<file path="config.mk">
export PLATFORM = sky130hd
export DESIGN_NAME = mic_level_meter
export DESIGN_NICKNAME = d
export VERILOG_FILES = /design/src/rtl/mic_level_meter_pkg.sv /design/src/rtl/msb_bitlen.sv /design/src/rtl/mic_level_meter.sv
export SDC_FILE = /design/constraint.sdc
export NUM_CORES = 1
export LEC_CHECK = 0
export ABC_AREA = 1
export BUFFER_PORTS_ARGS = -buffer_cell sky130_fd_sc_hd__buf_2
export CORE_MARGIN = 5
export CORE_UTILIZATION = 45
export CTS_CLUSTER_DIAMETER = 100
export CTS_CLUSTER_SIZE = 28
export DETAILED_ROUTE_END_ITERATION = 7
export PLACE_DENSITY = 0.71
export SETUP_SLACK_MARGIN = 0.2
export SYNTH_ARGS = -nofsm -noshare
export SYNTH_HDL_FRONTEND = slang
export SYNTH_SLANG_ARGS = --single-unit
</file>
<file path="constraint.sdc">
create_clock -name clk -period 13.6 [get_ports clk]
set_input_delay 0.68 -clock clk [delete_from_list [all_inputs] [get_ports clk]]
set_output_delay 0.68 -clock clk [all_outputs]
set_load 0.05 [all_outputs]
</file>
<file path="src/rtl/mic_level_meter_pkg.sv">
// Shared types and helpers for the microphone level meter.
// Used by mic_level_meter (optional DC removal: MIC_LEVEL_METER_DC_REMOVE_EN).
package mic_level_meter_pkg;

    typedef enum logic [1:0] {
        TRACK,
        HOLD,
        DECAY
    } peak_state_t;

    // Magnitude of a signed value of width w, clamped so -2^(w-1) maps to 2^(w-1)-1.
    function automatic logic [63:0] sat_abs(input logic signed [63:0] x, input int w);
        logic signed [63:0] mag;
        logic signed [63:0] lim;
        lim = (64'sd1 <<< (w - 1)) - 64'sd1;
        mag = (x < 0) ? -x : x;
        if (mag > lim) begin
            mag = lim;
        end
        return mag;
    endfunction

    // Lowest n bits set.
    function automatic logic [63:0] thermometer(input int n);
        if (n >= 64) begin
            return '1;
        end
        return (64'd1 << n) - 64'd1;
    endfunction

endpackage

</file>
<file path="src/rtl/msb_bitlen.sv">
// Combinational priority encoder: index of the highest set bit plus one, 0 for zero input.
module msb_bitlen #(
    parameter int width = 23,
    parameter int w_out = $clog2(width + 1)
) (
    input  logic [width-1:0] x,
    output logic [w_out-1:0] bitlen
);

    always_comb begin
        bitlen = '0;
        for (int i = 0; i < width; i++) begin
            if (x[i]) begin
                bitlen = w_out'(i + 1);
            end
        end
    end

endmodule

</file>
<file path="src/rtl/mic_level_meter.sv">
// Windowed peak meter with logarithmic LED bar and peak-hold dot.
// Define MIC_LEVEL_METER_DC_REMOVE_EN to subtract a slow DC estimate before measuring.
module mic_level_meter
    import mic_level_meter_pkg::*;
#(
    parameter int w_mic         = 24,
    parameter int w_led         = 18,
    parameter int window_cycles = 1000000,
    parameter int hold_windows  = 25
) (
    input  logic                          clk,
    input  logic                          rst_n,
    input  logic [w_mic-1:0]              mic,
    output logic [w_mic-2:0]              level,
    output logic [$clog2(w_led+1)-1:0]    lit,
    output logic [$clog2(w_led+1)-1:0]    peak_pos,
    output logic                          level_valid,
    output logic [w_led-1:0]              led
);

    localparam int w_lvl  = w_mic - 1;
    localparam int lw     = $clog2(w_led + 1);
    localparam int bw     = $clog2(w_mic);
    localparam int offset = w_mic - 1 - w_led;
    localparam int cw     = $clog2(window_cycles);
    localparam int hw     = $clog2(hold_windows + 1);

    localparam logic [cw-1:0] last_count = cw'(window_cycles - 1);
    localparam logic [hw-1:0] hold_init  = hw'(hold_windows);
    localparam logic [hw-1:0] hold_one   = hw'(1);

    logic [cw-1:0]           win_cnt;
    logic                    tick;
    logic signed [w_mic-1:0] s;
    logic [63:0]             abs_wide;
    logic [w_lvl-1:0]        a;
    logic [w_lvl-1:0]        cur_max;
    logic [w_lvl-1:0]        new_level;
    logic [bw-1:0]           new_bitlen;
    logic [lw-1:0]           lit_new;
    peak_state_t             state;
    peak_state_t             state_n;
    logic [lw-1:0]           peak_n;
    logic [hw-1:0]           hold_cnt;
    logic [hw-1:0]           hold_n;
    logic [63:0]             therm_wide;
    logic [w_led-1:0]        led_n;
    logic                    unused_bits;

    assign tick = (win_cnt == last_count);

`ifdef MIC_LEVEL_METER_DC_REMOVE_EN
    localparam logic signed [w_mic+1:0] s_max = (w_mic+2)'((64'sd1 <<< (w_mic - 1)) - 64'sd1);
    localparam logic signed [w_mic+1:0] s_min = ~s_max;

    logic signed [w_mic:0]   dc;
    logic signed [w_mic+1:0] diff;
    logic signed [w_mic+1:0] dc_sum;

    always_comb begin
        diff   = (w_mic+2)'($signed(mic)) - (w_mic+2)'(dc);
        dc_sum = (w_mic+2)'(dc) + (diff >>> 4);
        if (diff > s_max) begin
            s = s_max[w_mic-1:0];
        end else if (diff < s_min) begin
            s = s_min[w_mic-1:0];
        end else begin
            s = diff[w_mic-1:0];
        end
    end

    // The DC estimate only moves once per window so it tracks offset, not audio.
    always_ff @(posedge clk) begin
        if (!rst_n) begin
            dc <= '0;
        end else if (tick) begin
            dc <= dc_sum[w_mic:0];
        end
    end

    assign unused_bits = ^{abs_wide[63:w_lvl], therm_wide[63:w_led], dc_sum[w_mic+1]};
`else
    assign s           = $signed(mic);
    assign unused_bits = ^{abs_wide[63:w_lvl], therm_wide[63:w_led]};
`endif

    always_comb begin
        abs_wide  = sat_abs(64'(s), w_mic);
        a         = abs_wide[w_lvl-1:0];
        new_level = (a > cur_max) ? a : cur_max;
    end

    msb_bitlen #(
        .width (w_lvl),
        .w_out (bw)
    ) u_bitlen (
        .x      (new_level),
        .bitlen (new_bitlen)
    );

    // Bar length drops the lowest `offset` octaves so the top LED means near full scale.
    always_comb begin
        if (int'(new_bitlen) > offset) begin
            lit_new = lw'(int'(new_bitlen) - offset);
        end else begin
            lit_new = '0;
        end
    end

    always_comb begin
        state_n = state;
        peak_n  = peak_pos;
        hold_n  = hold_cnt;
        if (tick) begin
            if (lit_new >= peak_pos) begin
                if (lit_new != '0) begin
                    peak_n  = lit_new;
                    hold_n  = hold_init;
                    state_n = HOLD;
                end else begin
                    peak_n  = '0;
                    state_n = TRACK;
                end
            end else begin
                case (state)
                    HOLD: begin
                        if (hold_cnt <= hold_one) begin
                            hold_n  = '0;
                            state_n = DECAY;
                        end else begin
                            hold_n = hold_cnt - 1'b1;
                        end
                    end
                    DECAY: begin
                        peak_n = peak_pos - 1'b1;
                        if (peak_pos == lw'(1)) begin
                            state_n = TRACK;
                        end
                    end
                    default: begin
                        peak_n  = '0;
                        state_n = TRACK;
                    end
                endcase
            end
        end
    end

    always_comb begin
        therm_wide = thermometer(int'(lit_new));
        led_n      = therm_wide[w_led-1:0];
        if (peak_n != '0) begin
            led_n = led_n | ({{(w_led-1){1'b0}}, 1'b1} << (peak_n - 1'b1));
        end
    end

    always_ff @(posedge clk) begin
        if (!rst_n) begin
            state    <= TRACK;
            peak_pos <= '0;
            hold_cnt <= '0;
        end else begin
            state    <= state_n;
            peak_pos <= peak_n;
            hold_cnt <= hold_n;
        end
    end

    // The sample present on the tick cycle still belongs to the window that is closing.
    always_ff @(posedge clk) begin
        if (!rst_n) begin
            win_cnt     <= '0;
            cur_max     <= '0;
            level       <= '0;
            lit         <= '0;
            led         <= '0;
            level_valid <= 1'b0;
        end else begin
            level_valid <= tick;
            if (tick) begin
                win_cnt <= '0;
                cur_max <= '0;
                level   <= new_level;
                lit     <= lit_new;
                led     <= led_n;
            end else begin
                win_cnt <= win_cnt + 1'b1;
                cur_max <= new_level;
            end
        end
    end

endmodule

</file>
==> results of run 1 <==
-- sequential cells by signal, summed over array words and instances (netlist names) --
register	cells
cur_max	23
level	23
win_cnt	20
led	18
hold_cnt	5
lit	5
peak_pos	5
state	2
level_valid	1
-- layout by cell type (no fill, tap or decap), types with 14 or more instances in the layout --
cell     count
inv_1      111
a21oi_1     43
buf_2       77
ha_1        39
nand3_1     49
dfxtp_1    102
nand4_1     19
nor2_2      14
o21ai_0     37
nand2_1    283
o21ai_1     21
nor2_1     106
nand2_2     22
inv_2       28
nor3_1      19
-- where the power goes --
| group | total [mW] | switching, mW | internal (mW) | leakage (nW) |
|---|---|---|---|---|
| combinational | 0.684 | 0.466 | 0.218 | 2.79 |
| sequential | 0.324 | 0.00700 | 0.317 | 0.827 |
| clock | 0.279 | 0.126 | 0.153 | 0.161 |
| total | 1.29 | 0.599 | 0.688 | 3.78 |
-- tightest hold or removal path, cell delays in order, from the launching register on --
cell and delay [ns]:
dfxtp_1 0.31, nand2_1 0.06, nand2_1 0.04
-- synth_stat cells (7+ instances only) --
cell type and instances:
nand2_1 283, inv_1 111, nor2_1 106, dfxtp_1 102
nand3_1 49, a21oi_1 43, ha_1 39, o21ai_0 37
inv_2 28, nand2_2 22, o21ai_1 21, nand4_1 19
nor3_1 19, nor2_2 14, o21ai_2 13, clkbuf_1 12
xor2_1 12, nand2_4 10, nor2_4 7
-- path summary, 6_finish.rpt --
path / from / endpoint / slack (ns) / cells past startpoint
max reg2reg: cur_max[5]$_SDFF_PP0_ / led[17]$_SDFFE_PN0P_ / 7.09 / 51
min reg2reg: led[10]$_SDFFE_PN0P_ / led[10]$_SDFFE_PN0P_ / 0.45 / 2
min: led[10]$_SDFFE_PN0P_ / led[10]$_SDFFE_PN0P_ / 0.45 / 2
max: mic[0] / led[17]$_SDFFE_PN0P_ / 5.70 / 65
-- metal layers --
layer | share of wire [%] | wire length, um
met4 | 1.3 | 225
met1 | 49 | 8400
met3 | 5.0 | 848
met5 | 0 | 0
met2 | 44 | 7560
-- cell type report --
cell class | instances | share of cell area (%)
timing repair buffer | 79 | 5.14
multi-input combinational | 763 | 54.2
inverter | 146 | 7.20
sequential | 102 | 26.2
tap | 188 | 3.02
clock inverter | 6 | 1.17
clock buffer | 10 | 3.07
-- cell families after synthesis --
kind of cell | Yosys count
compound gates | 149
xor+xnor | 18
fa+ha+maj | 39
buf+inv | 168
flops | 102
simple gates | 557
==> out/results.ini, run 1 <==
[flow_run]
cap_violations = 0

[logic_synthesis]
ys_seq_area_share_pct = 29.4
async_flop_share_pct = 0
synth_top_area_share_pct = 29.4
ys.warnings.count = 0
synth-compound-area-share_pct = 13.5
muxShareOfSynthArea_pct = 0
netlist_top_cells_area = dfxtp_1, nand2_1, ha_1
ys.flop_type = dfxtp_1
syn_area_per_cell_sq_um = 6.73
ys_types = 57
synth_xor_area_share_pct = 2.27
synth_edf_count = 0
synth_top_family_by_area = simple AND/OR/NAND/NOR gates
postSynthCellCount = 1033
yosysTopAreaCell = dfxtp_1
syn_area_sq_um = 6950
synth_fp_nets = 1098
synth_seq_cells = 102
synthSimpleGateAreaFrac_pct = 37.9
synth_adder_area_share_pct = 7.02

[placement]
dp_cells = 1278
placed_cell_area_sq_um = 7450
gp_congestion = 0.931
portBuffers = 77
hpwlAfterDp_mm = 13.1
dp_slack_ns = 5.38

[cells_and_area]
instances_no_fill = 1294
fin_nets = 1166
drive_gt1_share_pct = 19.3
fill_cells = 1543
area_growth_pct = 11.9
stdcell_area_sq_um = 7780
regArea_sq_um = 2040
multi_input_area_sq_um = 4220
fin_util_pct = 51.2
antenna_cells = 0

[pwr]
power.leakage_nw = 3.78
ir_drop_uv = 97.5
p_per_area_nw_per_um2 = 165
power_mw = 1.29

[drt]
via_per_inst = 5.07
firstDrtPassIters = 5
route.detailed.drc = 0
wire_per_inst_um = 13.2
vias = 6565
drt_iter0_markers = 495
wl_mm = 17.0
route.antenna.remaining_nets = 0

[global_routing]
grt_pass1_vias = 5986
busiest_layer = met2
gr-total-overflow = 0
use_met3_pct = 3.60
use_met2_pct = 29.2
antenna_found_initial = 0
use_met1_pct = 27.7
grt_usage_pct = 19.0
grt_first_pass_wirelength_mm = 28.6
grt_max_degree = 43

[sta]
timing.final.max_slew_violations = 0
period_needed_ns = 7.90
hold_violations = 0
finalSetupViolCount = 0
max_slew_margin_pct = 33.3
fin_crit_sh_pct = 58.1
finClkSkew_ns = 0.0106
setup-tns-final_ns = 0
grt_setup_unrepaired = false
holdWs_ns = 0.450
fmax_mhz = 127
worstMarginPinSlew_ns = 0.999
layout_setup_ws_ns = 5.70

[critical_path]
crit_family = simple AND/OR/NAND/NOR gates
critPathMaxFanout = 21
worst-setup-path-type = in2reg
cp_slowest_cell = a21oi_2
cp_num_buf_inv = 7
crit_path_start_kind = input pin
path_common_cell = nand2_1
worstPathRequired_ns = 13.90
critPathMaxStageDelay_ns = 0.46
crit_arrival_ns = 8.20
endpoint_kind = register

[floorplanning]
die_h_um = 134
initial_utilization_pct = 45.7
rows = 45
die_w_um = 134
io_pins = 78
core_sq_um = 15200
dieArea_sq_um = 18000

[clocking]
hold_buffers = 0
cts_tree = yes
post-cts-setup-buffers = 0
htreeDepth = 3
clock_latency_ns = 0.36
numCtsBuffers = 9
cts_buffer_depth = 2
clkTransAtPathRegs_ns = 0.08
cts_resized = 0
root_buffer = clkbuf_16
cts_sinks = 102

[status]
status = finished, final reports clean

[min_path]
hold_path_class = reg2reg

(Power assumes the default switching activity.)
==> inputs of run 2 (changes only) <==
--- a/config.mk
+++ b/config.mk
@@ -12,7 +12,7 @@
 export CTS_CLUSTER_DIAMETER = 100
 export CTS_CLUSTER_SIZE = 28
 export DETAILED_ROUTE_END_ITERATION = 7
-export PLACE_DENSITY = 0.71
+export PLACE_DENSITY = 0.73
 export SETUP_SLACK_MARGIN = 0.2
 export SYNTH_ARGS = -nofsm -noshare
 export SYNTH_HDL_FRONTEND = slang
==> constraint.sdc (replaced) <==
create_clock -name clk -period 7 [get_ports clk]
set_input_delay 0.35 -clock clk [delete_from_list [all_inputs] [get_ports clk]]
set_output_delay 0.35 -clock clk [all_outputs]
set_load 0.05 [all_outputs]
==> run 2 against run 1 <==
  * Total power grew 130%
  * Largest cell class unchanged
  * Sequential power is 94% higher
  * Critical endpoint is now led[15]$_SDFFE_PN0P_
  * First-iteration DRC count rose by 8.5%
  * Wire length increased by 8.0%
  * Flip-flop and latch count did not move
==> out/results.ini, run 2 (same netlist as run 1, synthesis figures left out) <==
[clocking]
cts_buffer_depth = 2  ; unchanged
clock_latency_ns = 0.35  ; about the same
cts_sinks = 102  ; unchanged
root_buffer = clkbuf_16
cts_tree = yes
clkTransAtPathRegs_ns = 0.08  ; about the same
numCtsBuffers = 9  ; unchanged
hold_buffers = 0  ; unchanged
htreeDepth = 3  ; unchanged

[status]
status = finished, final reports clean

[drt]
drt_iter0_markers = 537  ; +8.5%
wl_mm = 18.4  ; +8.0%
vias = 6958  ; +6.0%
wire_per_inst_um = 13.8  ; +4.7%
route.antenna.remaining_nets = 0  ; unchanged
via_per_inst = 5.22  ; +2.8%
route.detailed.drc = 0  ; unchanged
firstDrtPassIters = 5  ; unchanged

[critical_path]
crit_path_start_kind = input pin
rrSetupSlack_ns = 1.65  ; -5.44 ns
startpoint = mic[1]
cp_slowest_cell = a31oi_1
worst-setup-path-type = in2reg
critPathMaxStageDelay_ns = 0.34  ; -0.12 ns
ff2ff_path_depth = 46  ; -9.8%
r2r-end = led[15]$_SDFFE_PN0P_
r2r_start = cur_max[22]$_SDFF_PP0_
path_common_cell = nand2_1
crit_arrival_ns = 6.59  ; -1.61 ns
worstPathRequired_ns = 7.20  ; -6.70 ns
crit_end = led[15]$_SDFFE_PN0P_
critPathMaxFanout = 6  ; -71%
endpoint_kind = register

[sta]
grt_setup_unrepaired = true
setup-tns-final_ns = 0  ; unchanged
worstMarginPinSlew_ns = 0.994  ; -0.00513 ns
finClkSkew_ns = 0.0135  ; +0.00289 ns
max_slew_margin_pct = 33.6  ; +0.34 points
finalSetupViolCount = 0  ; unchanged
fin_crit_sh_pct = 91.4
layout_setup_ws_ns = 0.602  ; -5.10 ns
period_needed_ns = 6.40
timing.final.max_slew_violations = 0  ; unchanged
fmax_mhz = 156
hold_violations = 0  ; unchanged

[global_routing]
gr-total-overflow = 0  ; unchanged
grt_first_pass_wirelength_mm = 28.7  ; +0.41%
antenna_found_initial = 0  ; unchanged
grt_pass1_vias = 6142  ; +2.6%
grt_max_degree = 39  ; -9.3%
grt_usage_pct = 19.1  ; +0.090 points

[cells_and_area]
area_growth_pct = 22.6
drive_gt1_share_pct = 26.5  ; +7.2 points
stdcell_area_sq_um = 8520  ; +9.5%
instances_no_fill = 1334  ; +3.1%
top_regs = cur_max x23, level x23, win_cnt x20
fin_nets = 1208  ; +3.6%
fin_util_pct = 56.1  ; +4.9 points
antenna_cells = 0  ; unchanged
layout_common_cells = nand2_1, inv_1, nor2_1, dfxtp_1, buf_2
layout.cells.most_common = nand2_1

[floorplanning]
dieArea_sq_um = 18000  ; unchanged
core_sq_um = 15200  ; unchanged
initial_utilization_pct = 45.7  ; unchanged
io_pins = 78  ; unchanged
die_h_um = 134  ; unchanged
die_w_um = 134  ; unchanged
rows = 45  ; unchanged

[min_path]
hold_path_class = in2reg
holdPathStages = 3  ; +1

[pwr]
p_per_area_nw_per_um2 = 340  ; +110%
power.leakage_nw = 4.09  ; +8.3%
ir_drop_uv = 207  ; +110%

[placement]
hpwlAfterDp_mm = 13.3  ; +1.8%
dp_cells = 1296  ; +1.4%
placed_cell_area_sq_um = 7590  ; +1.8%
portBuffers = 77  ; unchanged
dp_slack_ns = -0.0506  ; -5.43 ns
gp_congestion = 0.936  ; +0.55%

[flow_run]
cap_violations = 0  ; unchanged

==> run 2: changes by cell type in the layout (fill, tap and decap cells not counted), sizes merged <==
cell,change
buf,+41
bufinv,+2
clkbuf,-1
clkinv,-3
nand2,+1
==> run 2: power by group <==
group / internal [mW] / switching (mW)
clock network: 0.348 / 0.224
registers: 0.616 / 0.0131
logic: 0.633 / 1.07
total: 1.60 / 1.30
==> run 2: final cells by class <==
class / count / area (sq um)
well taps: 188 / 235
multi-input cells: 764 / 4580
fillers: 1456 / 6680
clock inverters: 5 / 108
repair buffers: 120 / 759
inverters: 146 / 573
clock buffers: 9 / 225
flip-flops and latches: 102 / 2040
==> run 2: per-layer routing <==
metal  track usage, %  vias to the layer above  part of all wire, %
met5                0                        -                    0
met4             4.13                        0                  1.5
met3             3.34                       28                  4.8
met2             30.1                      185                   45
met1             27.6                     3197                   48
li1                 -                     3548                    -
==> run 2: critical path: cells and delay by family <==
| kind | cells | cell delay [ns] |
|---|---|---|
| simple gates | 39 | 3.23 |
| compound gates | 9 | 1.42 |
| fa+ha+maj | 4 | 0.85 |
| buf+inv | 9 | 0.70 |
==> run 2: worst min path at each step <==
| stage | from | to | slack, ns |
|---|---|---|---|
| 6_report | rst_n | state[1]$_SDFFE_PN0P_ | 0.29 |
| 4_1_cts | rst_n | hold_cnt[4]$_SDFFE_PN0P_ | 0.29 |
| 3_3_place_gp | led[12]$_SDFFE_PN0P_ | led[12]$_SDFFE_PN0P_ | 0.43 |
| 3_5_place_dp | led[6]$_SDFFE_PN0P_ | led[6]$_SDFFE_PN0P_ | 0.43 |
| 5_1_grt | rst_n | hold_cnt[4]$_SDFFE_PN0P_ | 0.29 |
| 2_1_floorplan | win_cnt[0]$_SDFF_PP0_ | win_cnt[0]$_SDFF_PP0_ | 0.42 |
==> run 2: metrics by stage <==
step	power, mW	hold slack, ns
CTS	2.65	0.286
global route	3.11	0.292
detailed placement	2.07	0.433
floorplan	1.72	0.418
finish	2.90	0.294
global placement	2.07	0.434
==> run 2: what timing repair did <==
action / CTS / global route
endpoints found under the setup margin: 0 / 30
buffers inserted: 0 / 23
gates resized for setup: 0 / 90
==> inputs of run 3 (changes only) <==
--- a/config.mk
+++ b/config.mk
@@ -8,11 +8,11 @@
 export ABC_AREA = 1
 export BUFFER_PORTS_ARGS = -buffer_cell sky130_fd_sc_hd__buf_2
 export CORE_MARGIN = 5
-export CORE_UTILIZATION = 45
+export CORE_UTILIZATION = 30
 export CTS_CLUSTER_DIAMETER = 100
 export CTS_CLUSTER_SIZE = 28
 export DETAILED_ROUTE_END_ITERATION = 7
-export PLACE_DENSITY = 0.73
+export PLACE_DENSITY = 0.55
 export SETUP_SLACK_MARGIN = 0.2
 export SYNTH_ARGS = -nofsm -noshare
 export SYNTH_HDL_FRONTEND = slang
==> run 3 against run 2 <==
  * Critical path depth decreased by 1
  * Total power decreased by 3.0%
  * Die area increased by 46%
  * Count of clock-buffer cells in the layout increased by 1
  * Worst hold slack got worse by 0.0060 ns
  * Maximum frequency about the same
  * Via count decreased by 2.5%
  * Register-to-register slack about the same
  * Global-route usage decreased by 5.2 points
  * Non-clock buffer count increased by 11
  * Wire length increased by 3.5%
  * Combinational power decreased by 2%
  * Largest power group unchanged
==> out/results.ini, run 3 (same netlist as run 1, synthesis figures left out) <==
[cells_and_area]
layout.cells.most_common = nand2_1
top_regs = cur_max x23, level x23, win_cnt x20
fin_nets = 1219  ; +0.91%
drive_gt1_share_pct = 28.1  ; +1.6 points
fill_cells = 2394  ; +64%
layout_common_cells = nand2_1, inv_1, dfxtp_1
area_growth_pct = 25.0
stdcell_area_sq_um = 8690  ; +2.0%
antenna_cells = 0  ; unchanged
fin_util_pct = 38.3  ; -18 points

[sta]
finalSetupViolCount = 0  ; unchanged
holdWs_ns = 0.288  ; -0.00604 ns
fmax_mhz = 156  ; about the same
timing.final.max_slew_violations = 0  ; unchanged
fin_crit_sh_pct = 91.3  ; about the same
finClkSkew_ns = 0.00919  ; -0.00427 ns
worstMarginPinSlew_ns = 1.01  ; +0.0173 ns
max_slew_margin_pct = 32.5  ; -1.2 points
grt_setup_unrepaired = true
period_needed_ns = 6.39  ; -0.00493 ns
hold_violations = 0  ; unchanged

[critical_path]
critPathMaxStageDelay_ns = 0.31  ; -0.03 ns
cp_slowest_cell = ha_1
crit_arrival_ns = 6.60  ; about the same
crit_path_start_kind = input pin
cp_num_buf_inv = 8  ; -1
r2r_start = cur_max[22]$_SDFF_PP0_
crit_family = simple AND/OR/NAND/NOR gates
startpoint = mic[1]
worstPathRequired_ns = 7.21  ; about the same
rrSetupSlack_ns = 1.64  ; about the same
path_common_cell = nand2_1
endpoint_kind = register
critPathMaxFanout = 8  ; +2
worst-setup-path-type = in2reg

[floorplanning]
die_h_um = 162  ; +21%
core_sq_um = 22700  ; +49%
dieArea_sq_um = 26300  ; +46%
io_pins = 78  ; unchanged
die_w_um = 162  ; +21%
rows = 55  ; +22%
initial_utilization_pct = 30.6  ; -15 points

[drt]
vias = 6781  ; -2.5%
wire_per_inst_um = 13.2  ; -4.4%
drt_iter0_markers = 425  ; -21%
wl_mm = 19.0  ; +3.5%
via_per_inst = 4.70  ; -10%
route.antenna.remaining_nets = 0  ; unchanged
route.detailed.drc = 0  ; unchanged
firstDrtPassIters = 5  ; unchanged

[clocking]
hold_buffers = 0  ; unchanged
cts_tree = yes
htreeDepth = 3  ; unchanged
clkTransAtPathRegs_ns = 0.07  ; about the same
root_buffer = clkbuf_16
cts_buffer_depth = 2  ; unchanged
numCtsBuffers = 9  ; unchanged
cts_sinks = 102  ; unchanged
clock_latency_ns = 0.36  ; about the same

[placement]
hpwlAfterDp_mm = 14.4  ; +7.7%
portBuffers = 77  ; unchanged
placed_cell_area_sq_um = 7750  ; +2.1%
gp_congestion = 0.867  ; -7.5%

[global_routing]
grt_usage_pct = 13.9  ; -5.2 points
antenna_found_initial = 0  ; unchanged
grt_max_degree = 49  ; +26%
grt_first_pass_wirelength_mm = 30.6  ; +6.5%
gr-total-overflow = 0  ; unchanged
grt_pass1_vias = 6286  ; +2.3%

[min_path]
hold_path_class = in2reg
hold_start = rst_n

[status]
status = finished, final reports clean

[flow_run]
cap_violations = 0  ; unchanged

[pwr]
power.leakage_nw = 4.10  ; +0.30%
p_per_area_nw_per_um2 = 324  ; -4.8%
ir_drop_uv = 188  ; -9.1%

==> run 3: cell count changes in the layout (fill, tap and decap cells not counted), sizes merged <==
cell,change
bufinv,-2
inv,+2
buf,+11
clkbuf,+1
clkinvlp,+1
==> run 3: report_power, final <==
group          internal, mW  switching (mW)
logic                 0.631            1.03
clock network         0.284           0.239
registers             0.616          0.0130
==> run 3: worst reg2reg max path: cells and delay by family, from the launching register on <==
kind	cells	cell delay, ns
buf+inv	5	0.65
fa+ha+maj	3	0.80
flops	1	0.38
simple gates	30	2.09
compound gates	9	1.32
==> run 3: final cells by class <==
| cell class | instances | area, sq um | area share [%] |
|---|---|---|---|
| multi-input combinational | 764 | 4580 | 52.7 |
| sequential | 102 | 2040 | 23.5 |
| timing repair buffer | 131 | 830 | 9.55 |
| inverter | 146 | 576 | 6.62 |
| tap | 285 | 357 | 4.10 |
| clock buffer | 10 | 229 | 2.63 |
| clock inverter | 6 | 77.6 | 0.893 |
==> run 3: worst paths after layout <==
check | to | cells after the start
worst max-delay path | led[7]$_SDFFE_PN0P_ | 60
worst min-delay path | hold_cnt[4]$_SDFFE_PN0P_ | 3
worst max register to register | led[7]$_SDFFE_PN0P_ | 47
worst min register to register | win_cnt[0]$_SDFF_PP0_ | 1
==> run 3: repair_timing <==
action	in CTS	in global routing
resized for setup	0	97
buffers inserted	0	29
endpoints found under the setup margin	0	30
==> run 3: layer usage <==
layer  vias to the layer above  track usage, %  share of wire [%]
met5                         -               0                  0
met4                         0            3.11                1.1
met3                        14            2.39                3.8
met2                       130            22.5                 46
met1                      3080            19.4                 49
li1                       3557               -                  -
==> run 3: through the flow <==
step / power [mW] / worst slack [ns] / cells / TNS [ns]
finish: 2.81 / 0.607 / 1444 / 0
global route: 3.05 / -0.0376 / 1444 / -0.123
CTS: 2.63 / 0.375 / 1414 / 0
detailed placement: 2.10 / 0.0247 / 1398 / 0
global placement: 2.10 / 0.0993 / 1398 / 0
floorplan: 1.72 / 0.787 / 1033 / 0
